--- src/rtl/argmax_stream_10_16.sv ---
// rtl/argmax_stream_10_16.sv - streaming argmax classifier over M signed scores per vector
//
// Ports:
//   clk           - single clock, all state changes on the rising edge
//   reset         - asynchronous active-low reset
//   s_data_in_x   - signed score from the upstream layer
//   s_valid_x     - upstream data valid
//   s_ready_x     - block accepts s_data_in_x this cycle
//   m_data_out_y  - signed max score of the completed vector
//   m_index_y     - position (0..M-1) of the max within the vector
//   m_valid_y     - result register holds an unconsumed result
//   m_ready_y     - downstream accepts the result

module argmax_stream_10_16 #(
  parameter int WIDTH = 16,
  parameter int M     = 10,
  parameter int IDXW  = 4
) (
  input  logic                    clk,
  input  logic                    reset,
  input  logic signed [WIDTH-1:0] s_data_in_x,
  input  logic                    s_valid_x,
  output logic                    s_ready_x,
  output logic signed [WIDTH-1:0] m_data_out_y,
  output logic [IDXW-1:0]         m_index_y,
  output logic                    m_valid_y,
  input  logic                    m_ready_y
);

  localparam logic [IDXW-1:0] LAST_IDX = IDXW'(M - 1);

  logic [IDXW-1:0]         r_cnt;
  logic signed [WIDTH-1:0] r_run_max;
  logic [IDXW-1:0]         r_run_idx;
  logic                    r_out_full;
  logic signed [WIDTH-1:0] r_out_data;
  logic [IDXW-1:0]         r_out_idx;

  logic w_last;
  logic w_in_xfer;
  logic w_out_xfer;
  logic w_gt;
  logic w_complete;

  assign w_last     = (r_cnt == LAST_IDX);
  // Only the final element of a vector can stall: it needs a free result slot,
  // which exists if the register is empty or is being drained on this same edge.
  assign s_ready_x  = !w_last || !r_out_full || m_ready_y;
  assign w_in_xfer  = s_valid_x && s_ready_x;
  assign w_out_xfer = r_out_full && m_ready_y;
  // Strict compare so ties keep the earlier (lower) index.
  assign w_gt       = (s_data_in_x > r_run_max);
  assign w_complete = w_in_xfer && w_last;

  always_ff @(posedge clk or negedge reset) begin
    if (!reset) begin
      r_cnt      <= '0;
      r_run_max  <= '0;
      r_run_idx  <= '0;
      r_out_full <= 1'b0;
      r_out_data <= '0;
      r_out_idx  <= '0;
    end else begin
      if (w_in_xfer) begin
        r_cnt <= w_last ? '0 : r_cnt + 1'b1;

        if (r_cnt == '0) begin
          r_run_max <= s_data_in_x;
          r_run_idx <= '0;
        end else if (w_gt) begin
          r_run_max <= s_data_in_x;
          r_run_idx <= r_cnt;
        end
      end

      // The last element's compare goes straight into the result register so
      // the result is visible one cycle after the final handshake.
      if (w_complete) begin
        r_out_data <= w_gt ? s_data_in_x : r_run_max;
        r_out_idx  <= w_gt ? r_cnt : r_run_idx;
        r_out_full <= 1'b1;
      end else if (w_out_xfer) begin
        r_out_full <= 1'b0;
      end
    end
  end

  assign m_valid_y    = r_out_full;
  assign m_data_out_y = r_out_data;
  assign m_index_y    = r_out_idx;

endmodule

--- config.mk ---
export PLATFORM = sky130hd
export DESIGN_NAME = argmax_stream_10_16
export DESIGN_NICKNAME = d
export VERILOG_FILES = /design/src/rtl/argmax_stream_10_16.sv
export SDC_FILE = /design/constraint.sdc
export NUM_CORES = 1
export LEC_CHECK = 0
export BUFFER_PORTS_ARGS = -buffer_cell sky130_fd_sc_hd__clkbuf_2
export CORE_MARGIN = 2
export CORE_UTILIZATION = 40
export CTS_CLUSTER_SIZE = 14
export DETAILED_ROUTE_END_ITERATION = 7
export PLACE_DENSITY_LB_ADDON = 0.05
export RECOVER_POWER = 50
export SETUP_SLACK_MARGIN = 0.3
export SLEW_MARGIN = 20
export SYNTH_ARGS = -nofsm -noshare
export SYNTH_HDL_FRONTEND = slang
export SYNTH_SLANG_ARGS = --single-unit
--- constraint.sdc ---
create_clock -name clk -period 6.22 [get_ports clk]
set_input_delay 0.311 -clock clk [delete_from_list [all_inputs] [get_ports clk]]
set_output_delay 0.311 -clock clk [all_outputs]
set_load 0.02 [all_outputs]
* Yosys cells after proc, flatten, opt, wreduce, memory -nomap -nowiden
Cells that the tools add are included.
** Cells by class
- $lt $le $gt $ge :: 1
- Equal/unequal tests :: 1
- Multiplexer cells :: 7
- $add $sub $neg :: 1
- Reductions and logical operators :: 9
** Operator list (count)
- 16-bit two-way mux :: 2
- 16-bit greater-than comparator :: 1
- 4-bit two-way mux :: 3
- 4-bit by 1-bit adder with 4-bit output (second input constant) :: 1
- 4-bit == test (second input constant) :: 1
- 4-bit zero test :: 1
- 1-bit logical AND :: 3
- 1-bit zero test :: 2
- 1-bit logical OR :: 2
- 1-bit two-way mux :: 2
- 2-bit nonzero test :: 1
** Word-level totals
- Output and inout bits :: 22
- Input port bits :: 20
- Word-level logic and storage cells :: 25
- Register bits after elaboration :: 45

* Depth between registers and ports, before layout
Gate-level depths: netlist of run 1.
- Word-level depth :: 7
- Gate-level depth with buffers :: 10
- Mapped depth without buffers :: 8

* Worst setup path before layout of run 1
No wires, ideal clock.
- Path type :: reg-to-reg
- Start :: register r_run_max[15]
- End :: register r_run_max[0]
- Library setup time :: 125 ps
- Arrival :: 2307 ps
- Buffers on the path :: 2
- Data required time :: 6095 ps
- Stages on the path, launching flop included :: 11
- Setup slack :: 3788 ps
- Period minus slack after synthesis :: 2432 ps
- Cells stage by stage :: dfrtp_1 > inv_1 > ha_1 > nand4_1 > or4_1 > buf_2 > nand3_1 > a31oi_1 > o21ba_4 > buf_12 > mux2_4
** On the way
- Longest elaborated chain between the ends :: 3
** RTL lines
- from (decl) :: RTL line 33 : logic signed [WIDTH-1:0] r_run_max;
- from (signal assigned) :: RTL line 68 : r_run_max <= s_data_in_x;
- from (signal assigned) :: RTL line 71 : r_run_max <= s_data_in_x;
- 16-bit greater-than comparator :: RTL line 52 : assign w_gt = (s_data_in_x > r_run_max);
- 16-bit two-way mux (2 in a row)
No other way between the ends.
A chain may end at the register's enable or synchronous reset.

* Final worst setup path of run 1
- Start :: register r_run_max[15]
- End :: register r_run_max[7]
Same word-level chain as after synthesis.

==> impl_results.md, run 1 <==
* Status: finished with violations
* Failing checks: max-capacitance violations, max-slew violations
* Routed Antenna Nets at 0
* Fin Clk Skew at 9.89 ps
* Reg2reg setup slack at 3110 ps
* CTS Sinks at 45
* Yosys reg bits at 45
* Min Tclk post-route at 3110 ps
* # Post-CTS Setup Buffers at 0
* Synth top cells by count: 45 x dfrtp_1, 24 x nor2_1, 24 x o21ai_0, 23 x a21oi_1, 20 x inv_1
* Clk_lat worst skew at 300 ps
* Fraction of layout cells with a size suffix above 1 at 20.6%
* Synth Area in Simple Gates at 10.4%
* Routed WL at 5840 µm
* Die W at 83.5 µm
* Die Span Y at 83.5 µm
* I/O pins at 42
* Final Hold Fails at 0
* Peak Freq at 0.322 GHz
* Post-CTS sizing at 0
* Count leader, synth: dfrtp_1
* Most common flop cell mapped by yosys: dfrtp_1
* Worst Tran Pin Value at 2420 ps
* Mux cell area share after synthesis at 9.51%
* Port bufs at 41
* Max cap viols at 1
* Antenna violations before repair at 0
* Slew Limit Fails at 46
* Via count at 1927
* Vias in the first global route at 2096
* Hold path startpoint: m_ready_y
* First-pass GRT wire length at 10300 µm
* RR Startpoint: r_run_max[15]$_DFFE_PN0P_
* RSZ-0062 raised after global routing: false
* Critical Path RT at 6400 ps
* Post-synth cell types at 34
* Syn Area/Cell at 10.4 µm²
* Synth Warn # at 0
* GPL Wtd Cong at 0.786
* Min-Delay Path Depth at 2
* Worst setup EP type: flop
* Setup CP Type: flop to flop
* Lkg Pwr at 0.00132 µW
* CTS tree: yes
* Clock Path Buffers at 2
* Initial Utilization at 41.9%
* Final nets at 316
* Pre-CTS setup slack at 3130 ps
* Main combinational cell family by area after synthesis: compound AO/OA/AOI/OAI gates
* Cell Pwr Density at 520 nW/µm²
* Sequence of cells on the critical path: inv_1, ha_1, nand4_1, or4_1, nand3_1, a31oi_1, o21ba_4, mux2_4
* Async S/R FF share, synth at 100%
* CP max stage cell: or4_1
* TritonRoute pass-1 iters at 4
* Family with the most delay on the worst path: simple AND/OR/NAND/NOR gates
* Reg-to-Reg End: r_run_max[7]$_DFFE_PN0P_
* Peak VDD IR at 0.000303 V
* Cell Area, Synth at 2530 µm²
* Clock-pin slew on the worst setup and hold paths at 90 ps
* DP HPWL at 3900 µm
* Reg2reg path depth at 8
* Setup total negative slack at 0 ps
* Syn_nets at 280
* Total die area at 6970 µm²
* GRT Total Usage at 17.9%
* Worst Hold End: m_valid_y$_DFFE_PN0P_
* Largest cells by area after synthesis: dfrtp_1 45%, mux2_4 9.5%, ha_1 7.9%, a41oi_1 5.2%, o21ai_0 4.8%
* WL per Instance at 16.4 µm
* Core Util, Final at 46.7%
* Largest net degree at the start of global routing at 46
* Worst Path Buf+Inv at 1
* Worst-path maximum fanout at 20
* Total congestion overflow at 0
* Critical Path Max Stage Delay at 880 ps
* Synthesized-area fraction occupied by adder cells at 7.92%
* CTS Hold Buffers Added at 0
* Slew margin rel. at -61.6%
* Diode count at 0
* Final WS setup at 3110 ps
* Sequential share of the synthesized area at 44.6%
* Clk root buf: clkbuf_8
* Post-synth EDFFs at 0
* Vias per cell at 5.41
* Placement Rows at 28
* Core area at 6030 µm²
* Top cell type's share of synthesized area at 44.6%
* CTS Buf Count at 5
* Arrival time worst endpoint at 3290 ps
* Fill cell count at 646
* Drt initial violations at 45
* Area Growth Syn to Fin at 11.5%
* Tcrit/Tclk final at 50.0%
* Worst setup SP type: flop
* Synth area leader: dfrtp_1
* Synth Area in Compound Gates at 20.7%
* # DRC at 0
* H-tree lvl count at 2
* HP Class: input port to flop
* Xor and xnor fraction of the mapped netlist area at 0.693%
* Final setup viols at 0
* Post-Syn Instances at 244
cells in the final DEF (no fill, tap or decap), types with 2 or more instances in the layout:
| cell | instances |
|---|---|
| nand3_1 | 5 |
| clkbuf_8 | 5 |
| clkinv_2 | 2 |
| nand2b_1 | 2 |
| a21o_1 | 2 |
| a21oi_1 | 23 |
| nor2b_1 | 2 |
| a22o_1 | 2 |
| a32o_1 | 3 |
| clkbuf_1 | 11 |
| inv_1 | 20 |
| mux2_4 | 16 |
| and4_1 | 2 |
| ha_1 | 16 |
| dfrtp_1 | 45 |
| nand2_1 | 11 |
| a41oi_1 | 15 |
| clkbuf_2 | 32 |
| nand4_1 | 5 |
| nor2_1 | 24 |
| o21ai_0 | 24 |
sequential cells by signal, summed over array words and instances (netlist names):
register	flops
m_index_y	4
r_run_max	16
r_run_idx	4
m_valid_y	1
m_data_out_y	16
r_cnt	4
kinds of logic (layout without fill, tap and decap cells):
family / count (synthesis) / in the layout
adders and majority gates: 16 / 16
muxes: 16 / 16
AOI/OAI and AO/OA: 77 / 77
DFF: 45 / 45
xor gates and xnor gates: 2 / 2
and+or+nand+nor: 55 / 55
buffers and inverters: 33 / 70
where the power goes:
part	internal (µW)	switching (µW)	leakage, µW
Clock	78.1	102	0.0000450
Combinational	319	424	0.000747
Sequential	440	104	0.000533
routing by layer:
metal	wire length [µm]	part of all wire, %	track usage [%]
met1	2900	50	24.3
met2	2700	46	29.3
met3	177	3.0	3.46
met4	63	1.1	4.84
met5	0	0	0
worst register-to-register path: stages (launching register included):
cell,delay (ps)
dfrtp_1,370
inv_1,50
ha_1,370
nand4_1,160
or4_1,880
nand3_1,200
a31oi_1,60
o21ba_4,540
mux2_4,350
cell type report:
type                       count  area [µm²]  area share [%]
inverter                      20        75.1            2.67
clock inverter                 2        10.0           0.355
multi-input combinational    166        1240            44.1
clock buffer                   6        72.6            2.58
tap                           75        93.8            3.33
sequential                    45        1130            40.0
timing repair buffer          42         198            7.02
worst max-delay path by stage:
| stage | from | to | slack (ps) | cells after the start |
|---|---|---|---|---|
| 6_report | r_run_max[15]$_DFFE_PN0P_ | r_run_max[7]$_DFFE_PN0P_ | 3110 | 8 |
| 5_1_grt | r_run_max[15]$_DFFE_PN0P_ | r_run_idx[2]$_DFFE_PN0P_ | 2910 | 7 |
| 4_1_cts | r_run_max[15]$_DFFE_PN0P_ | r_run_max[6]$_DFFE_PN0P_ | 3140 | 8 |
| 3_5_place_dp | s_data_in_x[15] | r_run_max[4]$_DFFE_PN0P_ | 3130 | 8 |
| 3_3_place_gp | s_data_in_x[15] | r_run_max[2]$_DFFE_PN0P_ | 3160 | 8 |
| 2_1_floorplan | r_run_max[15]$_DFFE_PN0P_ | r_run_max[0]$_DFFE_PN0P_ | 3790 | 10 |
stage by stage:
stage / instances / hold slack, ps / power (µW) / instance area [µm²]
6_report: 356 / 193 / 1470 / 2820
5_1_grt: 356 / 233 / 1600 / 2820
4_1_cts: 356 / 106 / 1490 / 2830
3_5_place_dp: 348 / 438 / 1300 / 2750
3_3_place_gp: 348 / 440 / 1300 / 2750
2_1_floorplan: 244 / 15.4 / 1130 / 2530
(Power assumes the default switching activity.)
==> run 2, diff against run 1 <==
==> constraint.sdc (replaced) <==
create_clock -name clk -period 3 [get_ports clk]
set_input_delay 0.15 -clock clk [delete_from_list [all_inputs] [get_ports clk]]
set_output_delay 0.15 -clock clk [all_outputs]
set_load 0.02 [all_outputs]
==> impl_results.md, run 2 (synthesized netlist as in run 1, its figures left out) <==
* Status: finished with violations
* Failing checks: max-capacitance violations, max-slew violations
* Fraction of layout cells with a size suffix above 1 at 20.1% (-0.50 points)
* Lkg Pwr at 0.00136 µW (+2.9%)
* Final Hold Fails at 0 (unchanged)
* Tcrit/Tclk final at 85.0% (+35 points)
* Drt initial violations at 76 (+69%)
* Critical Path Max Stage Delay at 580 ps (-300 ps)
* Die Span Y at 83.5 µm (unchanged)
* HP Class: input port to flop
* Fin Clk Skew at 8.26 ps (-1.64 ps)
* Reg2reg setup slack at 450 ps (-2660 ps)
* Port bufs at 41 (unchanged)
* Fill cell count at 616 (-4.6%)
* Peak Freq at 0.392 GHz (+22%)
* Final nets at 329 (+4.1%)
* CP max stage cell: or4_1
* Setup total negative slack at 0 ps (unchanged)
* Setup CP Type: flop to flop
* Routed WL at 6110 µm (+4.5%)
* Worst Tran Pin Value at 1820 ps (-605 ps)
* Area Growth Syn to Fin at 16.8%
* Worst setup SP type: flop
* First-pass GRT wire length at 10200 µm (-0.20%)
* RSZ-0062 raised after global routing: false
* Internal power at 1880 µW (+120%)
* Initial Utilization at 41.9% (unchanged)
* Diode count at 0 (unchanged)
* Largest net degree at the start of global routing at 34 (-26%)
* Switch share at 41.7% (-1.2 points)
* Cell Pwr Density at 1090 nW/µm² (+110%)
* H-tree lvl count at 2 (unchanged)
* Vias in the first global route at 2091 (-0.24%)
* Slew margin rel. at -21.3% (+40 points)
* Clk pwr share at 14.1% (+1.8 points)
* Combinational cell fraction of total power at 50.9% (+0.2 points)
* Clk root buf: clkbuf_8
* Final setup viols at 0 (unchanged)
* Die W at 83.5 µm (unchanged)
* Dpl cells at 358 (+2.9%)
* Slew Limit Fails at 34 (-26%)
* CTS Buf Count at 5 (unchanged)
* Max cap viols at 1 (unchanged)
* Worst-path maximum fanout at 10 (-50%)
* Flop pwr share at 35.0% (-2.1 points)
* Design Area, Final at 2950 µm² (+4.8%)
* CTS tree: yes
* Switching Power at 1340 µW (+110%)
* Clk_lat worst skew at 300 ps (about the same)
* Total die area at 6970 µm² (unchanged)
* DP HPWL at 4210 µm (+8.1%)
* Post-placement cell area at 2820 µm² (+2.7%)
* Total congestion overflow at 0 (unchanged)
* Crit path from: r_run_max[15]$_DFFE_PN0P_
* Reg-to-Reg End: r_run_max[1]$_DFFE_PN0P_
* RR Startpoint: r_run_max[15]$_DFFE_PN0P_
* GRT Total Usage at 18.1% (+0.23 points)
* # DRC at 0 (unchanged)
* Hold_ws at 31.9 ps (-161 ps)
* Antenna violations before repair at 0 (unchanged)
* WL per Instance at 16.6 µm (+1.1%)
* Clock-pin slew on the worst setup and hold paths at 90 ps (about the same)
* Critical Path End: r_run_max[1]$_DFFE_PN0P_
* Sequence of cells on the critical path: inv_1, ha_1, nand4_1, or4_1, nand3_1, a31oi_1, o21ba_4, mux2_4
* Final Non-Filler Cells at 368 (+3.4%)
* Commonest non-fill, non-tap cell in the layout: dfrtp_1
* Worst setup EP type: flop
* Placement Rows at 28 (unchanged)
* Commonest cells after routing, fill and taps aside: 45 x dfrtp_1, 24 x nor2_1, 24 x o21ai_0, 23 x a21oi_1, 22 x clkbuf_1
* Seq. cell area at 1130 µm² (unchanged)
* Peak VDD IR at 0.000388 V (+28%)
* Routed Antenna Nets at 0 (unchanged)
* Core area at 6030 µm² (unchanged)
* Vias per cell at 5.60 (+3.5%)
* Multi-input gate area at 1280 µm² (+3.2%)
* Critical Path RT at 3190 ps (-3210 ps)
* Via count at 2062 (+7.0%)
* Arrival time worst endpoint at 2740 ps (-550 ps)
* CTS Sinks at 45 (unchanged)
* Core Util, Final at 49.0% (+2.2 points)
* Reg2reg path depth at 8 (unchanged)
* I/O pins at 42 (unchanged)
* GPL Wtd Cong at 0.824 (+4.8%)
* Clock Path Buffers at 2 (unchanged)
* TritonRoute pass-1 iters at 4 (unchanged)
* Min Tclk post-route at 2550 ps (-557 ps)
## run 2: cell types whose count changed in the layout (fill, tap and decap cells not counted)
cell and change:
clkbuf_2 -13, buf_4 +11, clkbuf_1 +11, o21ba_4 +2
a32oi_1 -1, a32oi_2 +1, bufinv_16 +1, clkinv_2 -1
dlygate4sd3_1 +1
## run 2: critical path, delay by kind of cell (launching register included)
family / cells / cell delay, ps
AND/OR/NAND/NOR: 3 / 850
AO/OA/AOI/OAI: 2 / 470
flip-flops: 1 / 380
adder cells (fa/ha/maj): 1 / 360
multiplexers: 1 / 320
buffers and inverters: 1 / 50
## run 2: routing by layer
metal	track usage, %	up-vias	part of all wire [%]
li1	-	985	-
met1	25.9	1017	49
met2	27.8	49	45
met3	3.86	11	5.1
met4	5.13	0	1.5
met5	0	-	0
## run 2: power by group through the flow
stage	combinational, µW	clock (µW)	sequential [µW]
floorplan	1080	0	1260
global placement	1610	0	1130
detailed placement	1620	0	1130
CTS	1630	466	1130
global route	1830	491	1180
finish	1640	456	1130
## run 2: per-stage QoR
step | setup slack, ps | total power, µW
2_1_floorplan | 568 | 2340
3_3_place_gp | 441 | 2740
3_5_place_dp | 374 | 2760
4_1_cts | 340 | 3220
5_1_grt | 290 | 3500
6_report | 450 | 3220
## run 2: timing repair
item,in CTS,in global routing
hold buffers,1,0
gates resized for setup,0,3
setup buffers,0,0
hold endpoints to repair,32,0
setup endpoints to repair,0,16
## run 2: layout make-up
| cell class | instances | area share [%] |
|---|---|---|
| Clock buffer | 5 | 2.33 |
| Timing Repair Buffer | 53 | 9.16 |
| Tap cell | 75 | 3.18 |
| Clock inverter | 2 | 1.19 |
| Multi-Input combinational cell | 168 | 43.4 |
| Sequential cell | 45 | 38.2 |
| Inverter | 20 | 2.54 |
## run 2: how the worst min path moves through the flow
stage | start | endpoint | slack (ps) | depth (start not counted)
finish | m_ready_y | m_valid_y$_DFFE_PN0P_ | 30 | 2
global route | m_ready_y | m_valid_y$_DFFE_PN0P_ | 50 | 2
CTS | m_ready_y | m_valid_y$_DFFE_PN0P_ | 30 | 2
detailed placement | reset | m_data_out_y[5]$_DFFE_PN0P_ | 300 | 1
global placement | reset | m_data_out_y[5]$_DFFE_PN0P_ | 300 | 1
floorplan | reset | m_data_out_y[0]$_DFFE_PN0P_ | -150 | 0
